`src/rtl/div_issue_ctrl.sv`:
```
// div_issue_ctrl
//   Front-end and result stage wrapped around the 64-bit iterative divider.
//   It decodes the RV64M divide ops, prepares and holds the divider operands,
//   fires a single-cycle request, waits for the result, selects quotient or
//   remainder, sign-extends W results, and presents the result to writeback
//   behind a valid/ready handshake.
//
//   Optional feature macro: DIV_FAST_PATH_EN
//     When defined, divide-by-zero and signed overflow are resolved at accept
//     time without involving the divider (IDLE -> RESP directly).
//
// Ports
//   clk, rst        clock, asynchronous active-high reset
//   flush           kills any in-flight op, mirrored to the divider
//   in_valid/ready  op handshake from EXU (in_op, in_rs1, in_rs2, in_tag)
//                   in_op: bit0 = rem, bit1 = unsigned, bit2 = word
//   div_*           request/response interface of the iterative divider
//   out_valid/ready result handshake to writeback (out_data, out_tag)

module div_issue_ctrl #(
  parameter int TAG_W = 5
) (
  input  logic             clk,
  input  logic             rst,
  input  logic             flush,
  input  logic             in_valid,
  output logic             in_ready,
  input  logic [2:0]       in_op,
  input  logic [63:0]      in_rs1,
  input  logic [63:0]      in_rs2,
  input  logic [TAG_W-1:0] in_tag,
  output logic             div_flush,
  output logic             div_signed,
  output logic             div_valid,
  output logic [63:0]      div_dividend,
  output logic [63:0]      div_divisor,
  input  logic [63:0]      div_quotient,
  input  logic [63:0]      div_remainder,
  input  logic             div_o_valid,
  output logic             div_o_ready,
  output logic             out_valid,
  input  logic             out_ready,
  output logic [63:0]      out_data,
  output logic [TAG_W-1:0] out_tag
);

  typedef enum logic [1:0] {IDLE, ISSUE, WAIT, RESP} state_t;

  // Only the result-side decode needs to survive past accept; the
  // signedness is already folded into div_signed and the operands.
  typedef struct packed {
    logic word;
    logic rem;
  } op_t;

  state_t           state, state_nxt;
  op_t              op_q;
  logic [TAG_W-1:0] tag_q;
  logic [63:0]      dvd_q, dvs_q;
  logic             sgn_q;

  logic [63:0]      dvd_prep, dvs_prep;
  logic             accept;
  logic             take_res;
  logic [63:0]      sel;
  logic             fast_hit;
  logic [63:0]      fast_res;

  // W results are the low 32 bits sign-extended; 64-bit results pass through.
  function automatic logic [63:0] fmt_res(input logic word, input logic [63:0] v);
    fmt_res = word ? {{32{v[31]}}, v[31:0]} : v;
  endfunction

  // ---------------------------------------------------------------------
  // Operand preparation
  // ---------------------------------------------------------------------
  always_comb begin
    dvd_prep = in_rs1;
    dvs_prep = in_rs2;
    if (in_op[2]) begin
      if (in_op[1]) begin
        dvd_prep = {32'b0, in_rs1[31:0]};
        dvs_prep = {32'b0, in_rs2[31:0]};
      end else begin
        dvd_prep = {{32{in_rs1[31]}}, in_rs1[31:0]};
        dvs_prep = {{32{in_rs2[31]}}, in_rs2[31:0]};
      end
    end
  end

  // ---------------------------------------------------------------------
  // Fast path: the two corner cases whose answer is known from the operands
  // ---------------------------------------------------------------------
`ifdef DIV_FAST_PATH_EN
  always_comb begin
    fast_hit = 1'b0;
    fast_res = '0;
    if (dvs_prep == 64'd0) begin
      fast_hit = 1'b1;
      fast_res = in_op[0] ? dvd_prep : '1;
    end else if (!in_op[1] && dvd_prep == 64'h8000_0000_0000_0000 && dvs_prep == '1) begin
      fast_hit = 1'b1;
      fast_res = in_op[0] ? 64'd0 : dvd_prep;
    end
  end
`else
  assign fast_hit = 1'b0;
  assign fast_res = '0;
`endif

  // ---------------------------------------------------------------------
  // FSM
  // ---------------------------------------------------------------------
  assign accept    = (state == IDLE) && in_valid && !flush;
  assign take_res  = (state == WAIT) && div_o_valid && !flush;
  assign div_flush = flush;

  always_ff @(posedge clk or posedge rst) begin
    if (rst) state <= IDLE;
    else     state <= state_nxt;
  end

  always_comb begin
    state_nxt   = state;
    in_ready    = 1'b0;
    div_valid   = 1'b0;
    div_o_ready = 1'b0;
    out_valid   = 1'b0;
    case (state)
      IDLE: begin
        in_ready = 1'b1;
        if (in_valid) state_nxt = fast_hit ? RESP : ISSUE;
      end
      ISSUE: begin
        // One-cycle pulse: a held request would restart the divider.
        div_valid = 1'b1;
        state_nxt = WAIT;
      end
      WAIT: begin
        div_o_ready = 1'b1;
        if (div_o_valid) state_nxt = RESP;
      end
      RESP: begin
        out_valid = 1'b1;
        // Return to IDLE, not straight to accept: costs one bubble between ops.
        if (out_ready) state_nxt = IDLE;
      end
      default: state_nxt = IDLE;
    endcase
    // Flush overrides everything, including an accept in the same cycle.
    if (flush) state_nxt = IDLE;
  end

  // ---------------------------------------------------------------------
  // Operand / op / tag hold registers. The divider samples these live, so
  // they are only written at accept.
  // ---------------------------------------------------------------------
  always_ff @(posedge clk or posedge rst) begin
    if (rst) begin
      dvd_q <= '0;
      dvs_q <= '0;
      sgn_q <= 1'b0;
      op_q  <= '0;
      tag_q <= '0;
    end else if (accept) begin
      dvd_q <= dvd_prep;
      dvs_q <= dvs_prep;
      sgn_q <= ~in_op[1];
      op_q  <= '{word: in_op[2], rem: in_op[0]};
      tag_q <= in_tag;
    end
  end

  assign div_dividend = dvd_q;
  assign div_divisor  = dvs_q;
  assign div_signed   = sgn_q;

  // ---------------------------------------------------------------------
  // Result register: loaded from the divider in WAIT, or from the fast path
  // at accept. Untouched while in RESP, so it is stable under backpressure.
  // ---------------------------------------------------------------------
  assign sel = op_q.rem ? div_remainder : div_quotient;

  always_ff @(posedge clk or posedge rst) begin
    if (rst) begin
      out_data <= '0;
      out_tag  <= '0;
    end else if (accept && fast_hit) begin
      out_data <= fmt_res(in_op[2], fast_res);
      out_tag  <= in_tag;
    end else if (take_res) begin
      out_data <= fmt_res(op_q.word, sel);
      out_tag  <= tag_q;
    end
  end

endmodule

```
`config.mk`:
```
export PLATFORM = sky130hd
export DESIGN_NAME = div_issue_ctrl
export DESIGN_NICKNAME = d
export VERILOG_FILES = /design/src/rtl/div_issue_ctrl.sv
export SDC_FILE = /design/constraint.sdc
export NUM_CORES = 1
export LEC_CHECK = 0
export CORE_AREA = 2 2 182 184
export DETAILED_ROUTE_END_ITERATION = 12
export DIE_AREA = 0 0 184 186
export SYNTH_ARGS = -nofsm -noshare
export SYNTH_HDL_FRONTEND = slang
export SYNTH_SLANG_ARGS = --single-unit
```
`constraint.sdc`:
```
create_clock -name clk -period 18.9 [get_ports clk]
set_input_delay 1.89 -clock clk [delete_from_list [all_inputs] [get_ports clk]]
set_output_delay 1.89 -clock clk [all_outputs]
set_load 0.01 [all_outputs]
```
==> impl_metrics.tcl <==
set metrics [dict create \
    post-route-util 0.458 \
    maxCapViolations 0 \
    syn_avg_cell_area_um2 10.3 \
    cpMaxStageDelayCell "clkdlybuf4s50_1" \
    finalClockSkew_ps 8.66 \
    root_buffer "clkbuf_16" \
    whs_ps 468 \
    slowest_delay_ps 730 \
    synthesis.nets 1146 \
    synth_edf_count 0 \
    path_clk_slew_ps 60 \
    synth_area_leaders "dfrtp_1 (58%), nand2_1 (13%), nand3b_1 (5.5%)" \
    grt_pass1_vias 7945 \
    min_period_over_period 0.271 \
    dr.pass1.iters 6 \
    grt_usage 0.179 \
    cts-resized-gates 0 \
    ys_ff_latch 207 \
    rsz0062_at_grt "false" \
    via_count 7931 \
    first_iter_violations 350 \
    clock_latency_ps 520 \
    setup-violations-final 0 \
    powerDensity_nw_per_um2 149 \
    pre_cts_ws_ps 13770 \
    globalplace.congestion 0.807 \
    worstPathMaxFanout 10 \
    worstPathCellList "clkdlybuf4s50_1 -> clkdlybuf4s50_1" \
    ys_top_cells_by_count "nand2_1 (311), dfrtp_1 (207), nand3b_1 (66)" \
    fin_ws_ps 13770 \
    synth_cells 872 \
    ys_seq_area_frac 0.575 \
    worst-path-buf-inv 2 \
    grt_antenna_before_repair 2 \
    finalMaxSlewViolations 0 \
    numPortBuffers 472 \
    drc 0 \
    synthArstFlopShare 1.00 \
    hold_viol 0 \
    cts_sinks 207 \
    synthesis.area_um2 9010 \
    post-route-min-period_ps 5130 \
    pin_count 473 \
    ys_warn_count 0 \
    floorplan.initialDensity 0.280 \
    worst_path_most_repeated_cell "clkdlybuf4s50_1" \
    viasPerCell 4.55 \
    synth_ff_type "dfrtp_1" \
    setup.worst_path.end_class "output port" \
    slew_headroom 0.301 \
    nFillCells 3051 \
    ant_nets 0 \
    arrival_ps 3240 \
    die_area_um2 34200 \
    wl_per_cell_um 18.6 \
    cts_made_buffers 26 \
    area_growth_pct 63.8 \
    crit_required_ps 17010 \
    setup_tns_ps 0 \
    rows 66 \
    nNetsFinal 1589 \
    power_leakage_nw 6.66 \
    worstMarginPinSlew_ps 1050 \
    grt_overflow 0 \
    wirelength_mm 32.3 \
    yosys.area.top_type "dfrtp_1" \
    yosysUniqueCellTypes 24 \
    status "finished, final reports clean" \
    ff2ff_setup_slack_ps 15920 \
    max_freq_ghz 0.195 \
    path_delay_family "buffers and inverters" \
    tritoncts "done" \
    postCtsSetupRepairBufs 0 \
    htree_levels 1 \
    clockBufferDepth 3 \
    core-area_um2 32200 \
    grt_pass1_wl_mm 47.0 \
    ctsHoldBuffers 0 \
    multiInputGateArea_um2 3380 \
    synth.most_common_cell "nand2_1" \
    grt_max_degree 91 \
    fp.dieW_um 184 \
    ir_drop_v 0.0000781 \
    post_route_cells_drive_above_1_share 0.0690 \
    total_power_mw 2.19 \
    worstSetupStartpointType "input pin" \
    final-seq-area_um2 5180 \
    critical_path_class "input pin to output port" \
    yosys.area.top_type_share 0.575 \
    dp_hpwl_mm 22.8 \
    hp-class "register to register" \
    die_h_um 186 \
]
## layer usage
| layer | global-route usage | vias to the layer above | wire, um |
|---|---|---|---|
| met2 | 0.311 | 329 | 15700 |
| met3 | 0.0663 | 44 | 3450 |
| met5 | 0 | - | 13 |
| li1 | - | 3813 | - |
| met4 | 0.0499 | 2 | 675 |
| met1 | 0.207 | 3743 | 12500 |
## path summary, 6_finish.rpt
kind | startpoint | end | cells after the start
min in group asynchronous | rst | div_divisor[14]$_DFFE_PP0P_ | 2
hold reg to reg | tag_q[4]$_DFFE_PP0P_ | tag_q[4]$_DFFE_PP0P_ | 2
setup reg to reg | state[0]$_DFFE_PP0P_ | div_divisor[51]$_DFFE_PP0P_ | 6
max in group asynchronous | rst | div_divisor[55]$_DFFE_PP0P_ | 3
setup / recovery | flush | div_flush | 2
hold / removal | tag_q[4]$_DFFE_PP0P_ | tag_q[4]$_DFFE_PP0P_ | 2
## per-stage QoR
stage | cell area (um2) | cells
finish | 14800 | 1742
global route | 14800 | 1742
CTS | 14700 | 1741
detailed placement | 13900 | 1695
global placement | 13900 | 1695
floorplan | 9010 | 872
## registers in the layout, summed over array words and instances, names as in the netlist
register      cells
out_tag           5
div_divisor      64
div_dividend     64
div_signed        1
op_q              2
state             2
out_data         64
tag_q             5
## tightest hold or removal path, stage by stage, from the launching register on
cell and delay, ps:
dfrtp_1 340, nand2_1 50, nand2_1 50
## power by group
part / leakage [nW] / total [mW] / switching [mW] / internal, mW
clock network: 0.417 / 0.489 / 0.192 / 0.297
logic: 3.63 / 0.952 / 0.425 / 0.527
registers: 2.61 / 0.750 / 0.109 / 0.641
## cells by family after synthesis
kind of cell / share of synthesized area
AOI/OAI and AO/OA: 0.0550
adders and majority gates: 0.00556
buffers and inverters: 0.0510
DFF: 0.575
muxes: 0.0842
and+or+nand+nor: 0.229
## cells in the final DEF (no fill, tap or decap)
cell               n
nor4b_4            1
clkbuf_16         27
nor2_1             2
clkinv_2           4
o21ai_0           33
dfrtp_2            1
clkinv_4           1
mux2i_1           33
nand4b_2           1
nand3_1           64
nand2_1          311
bufinv_16          1
clkdlybuf4s50_1  471
clkbuf_8           6
nand3b_1          66
a221o_1           32
ha_1               4
clkbuf_1           6
nor3_2             1
mux2_1             4
inv_8              1
mux2_2            34
diode_2            1
buf_4             11
and3b_4            1
buf_2              1
inv_1              5
dfrtp_1          206
nand2b_1           2
nand4b_1           1
clkinvlp_4         1
a222oi_1           1
## layout make-up
class	count	share of cell area
well taps	408	0.0346
inverters	6	0.00204
clock inverters	7	0.00450
flip-flops and latches	207	0.351
clock buffers	39	0.0529
repair buffers	483	0.326
diodes	1	0.000170
multi-input cells	591	0.229
No activity file was read; power rests on OpenSTA's default activity.
==> RTL edit: new RTL, config.mk and constraints unchanged <==
Add a define of `DIV_FAST_PATH_EN`.
--- a/src/rtl/div_issue_ctrl.sv
+++ b/src/rtl/div_issue_ctrl.sv
@@ -17,4 +17,6 @@
 //   div_*           request/response interface of the iterative divider
 //   out_valid/ready result handshake to writeback (out_data, out_tag)
+
+`define DIV_FAST_PATH_EN
 
 module div_issue_ctrl #(
Function: changed (a bounded check fails within 4 cycles, from zero or initial values and one cycle with rst high).
==> RTL edit against the original RTL <==
  * Cell area grew 10%
  * Critical path depth grew 7
  * Synthesized area grew 16%
  * Sequential cell count is the same
  * Critical endpoint is now out_tag[2]$_DFFE_PP0P_
  * Setup slack lost 0.81 ns
  * Power grew 6.4%
  * Via count grew 24%
  * Highest routed layer unchanged
  * Wire length grew 31%
  * Maximum frequency shrank 14%
  * Die area is the same
==> RTL edit: results (changes against the original RTL) <==
| Metric | Value |
|---|---|
| Status | complete, no violations |
| Critical Path Fanout Max | 52 (+42) |
| Synth cell count leaders | dfrtp_1, o21ai_0, mux2i_1 |
| Vias | 9813 (+24%) |
| Pint | 1.53 mW (+4.4%) |
| Post-layout nets | 1720 (+8.2%) |
| Yosys warning total | 0 (unchanged) |
| Clock root cell | clkbuf_16 |
| R2r startpoint | state[0]$_DFFE_PP0P_ |
| Post-Synth Adder-Cell Area | 0.478% (-0.078 points) |
| Post-CTS resize count | 0 (unchanged) |
| Syn nets | 1294 (+13%) |
| Crit path DAT | 6.34 ns (+3.10 ns) |
| Tightest Pin Transition | 0.995 ns (-0.0501 ns) |
| Max clock buf depth | 3 (unchanged) |
| Startpoint types | input port |
| Worst skew pair latency | approximately 0.53 ns |
| TritonRoute pass-1 iters | 5 (-1) |
| Vias in the first global route | 9858 (+24%) |
| CTS buffer count | 25 (-3.8%) |
| Layout cell share with drive strength beyond 1 | 9.74% (+2.8 points) |
| Synth Area in Compound Gates | 16.3% (+11 points) |
| GRT Total Usage | 23.9% (+6.1 points) |
| Post-Synth XOR/XNOR Area | 0% (unchanged) |
| Reg clk slew, reported paths | 0.06 ns (about the same) |
| Yosys reg bits | 207 (unchanged) |
| CP max-delay cell | buf_4 |
| Initial antenna violation count | 3 (+1) |
| Top post-synthesis cells by area | dfrtp_1, mux2i_1, mux2_2 |
| Global-route wire length before repair | 62000 um (+32%) |
| IO Port Bufs | 472 (unchanged) |
| Critical path startpoint | in_op[2] |
| Remaining DRCs | 0 (unchanged) |
| H-tree depth | 1 (unchanged) |
| Post-synthesis sequential area ratio | 49.5% (-8.0 points) |
| Mux cell area share after synthesis | 20.3% (+12 points) |
| Setup bufs post-CTS | 0 (unchanged) |
| Final GP Congestion | 0.908 (+13%) |
| Critical path's largest stage delay | 0.83 ns (+0.10 ns) |
| Worst VDD drop | 0.0906 mV (+16%) |
| WL per Instance | 22.8 um (+23%) |
| Leak Pwr | 6.39 nW (-4.0%) |
| Unique cell type count in the Yosys netlist | 41 (+71%) |
| Hold_sp | div_divisor[41]$_DFFE_PP0P_ |
| Top FF cell, synth | dfrtp_1 |
| Initial drt markers | 613 (+75%) |
| HP Class | flop to flop |
| Hpwl dp | 31400 um (+37%) |
| Clock Skew | 0.0212 ns (+0.0125 ns) |
| Post-synth ARST share | 100% (unchanged) |
| Fillers | 2978 (-2.4%) |
| Largest net degree at the start of global routing | 105 (+15%) |
## RTL edit: changes by cell type in the layout (fill, tap and decap cells not counted), moves of 26 or more
| cell | change |
|---|---|
| nand2_1 | -223 |
| o21ai_0 | +97 |
| a21oi_1 | +94 |
| mux2i_1 | +94 |
| nand3b_1 | -66 |
| nand3_1 | -61 |
| mux2_2 | +40 |
| nor2_1 | +38 |
| a221o_1 | -32 |
| o211ai_1 | +32 |
| a211oi_1 | +31 |
| nor4_1 | +26 |
## RTL edit: stage by stage
step / cell area, um2 / utilization [%] / hold slack (ns) / setup slack [ns] / instances
2_1_floorplan: 10500 / - / 0.479 / 11.36 / 1020
3_3_place_gp: 15500 / 48.2 / 0.460 / 12.48 / 1827
3_5_place_dp: 15500 / 48.2 / 0.469 / 12.41 / 1827
4_1_cts: 16300 / 50.6 / 0.482 / 12.93 / 1866
5_1_grt: 16300 / 50.6 / 0.499 / 12.71 / 1867
6_report: 16300 / 50.6 / 0.477 / 12.95 / 1867
## RTL edit: worst paths after layout
kind	endpoint	depth (start not counted)	slack [ns]
worst max-delay path	out_tag[2]$_DFFE_PP0P_	9	12.95
worst min-delay path	div_divisor[41]$_DFFE_PP0P_	2	0.48
worst max register to register	out_tag[2]$_DFFE_PP0P_	6	15.40
worst min register to register	div_divisor[41]$_DFFE_PP0P_	2	0.48
max in group asynchronous	out_data[7]$_DFFE_PP0P_	4	14.90
min in group asynchronous	div_divisor[25]$_DFFE_PP0P_	2	1.85
## RTL edit: final cells by class
type,count,area [um2],share of cell area [%]
Timing Repair Buffer,490,4860,29.8
Inverter,8,37.5,0.230
Tap cell,408,510,3.13
Clock buffer,36,737,4.52
Clock inverter,3,21.3,0.131
Antenna cell,1,2.50,0.0154
Multi-Input combinational cell,714,4930,30.3
Sequential cell,207,5180,31.8
## RTL edit: power groups by stage
stage / Combinational, mW / Sequential (mW) / Clock, mW
global route: 1.16 / 0.818 / 0.483
finish: 1.09 / 0.789 / 0.453
detailed placement: 1.10 / 0.793 / 0
CTS: 1.10 / 0.789 / 0.466
global placement: 1.09 / 0.784 / 0
floorplan: 0.362 / 0.874 / 0
## RTL edit: routing by layer
metal	global-route usage (%)	routed length, um	vias to the layer above
met2	38.7	19800	395
met5	0	18	-
met1	31.1	17800	4735
met4	8.99	1510	2
li1	-	-	4598
met3	5.73	3330	83
## RTL edit: logic make-up after synthesis
kind of cell | Yosys count
simple gates | 206
compound gates | 301
fa+ha+maj | 4
flops | 207
mux | 203
buf+inv | 99
## RTL edit: worst max-delay path: cells and delay by family
kind,cells,cell delay (ns)
AO/OA/AOI/OAI,1,0.67
buffers and inverters,3,1.88
multiplexers,1,0.42
AND/OR/NAND/NOR,4,1.41
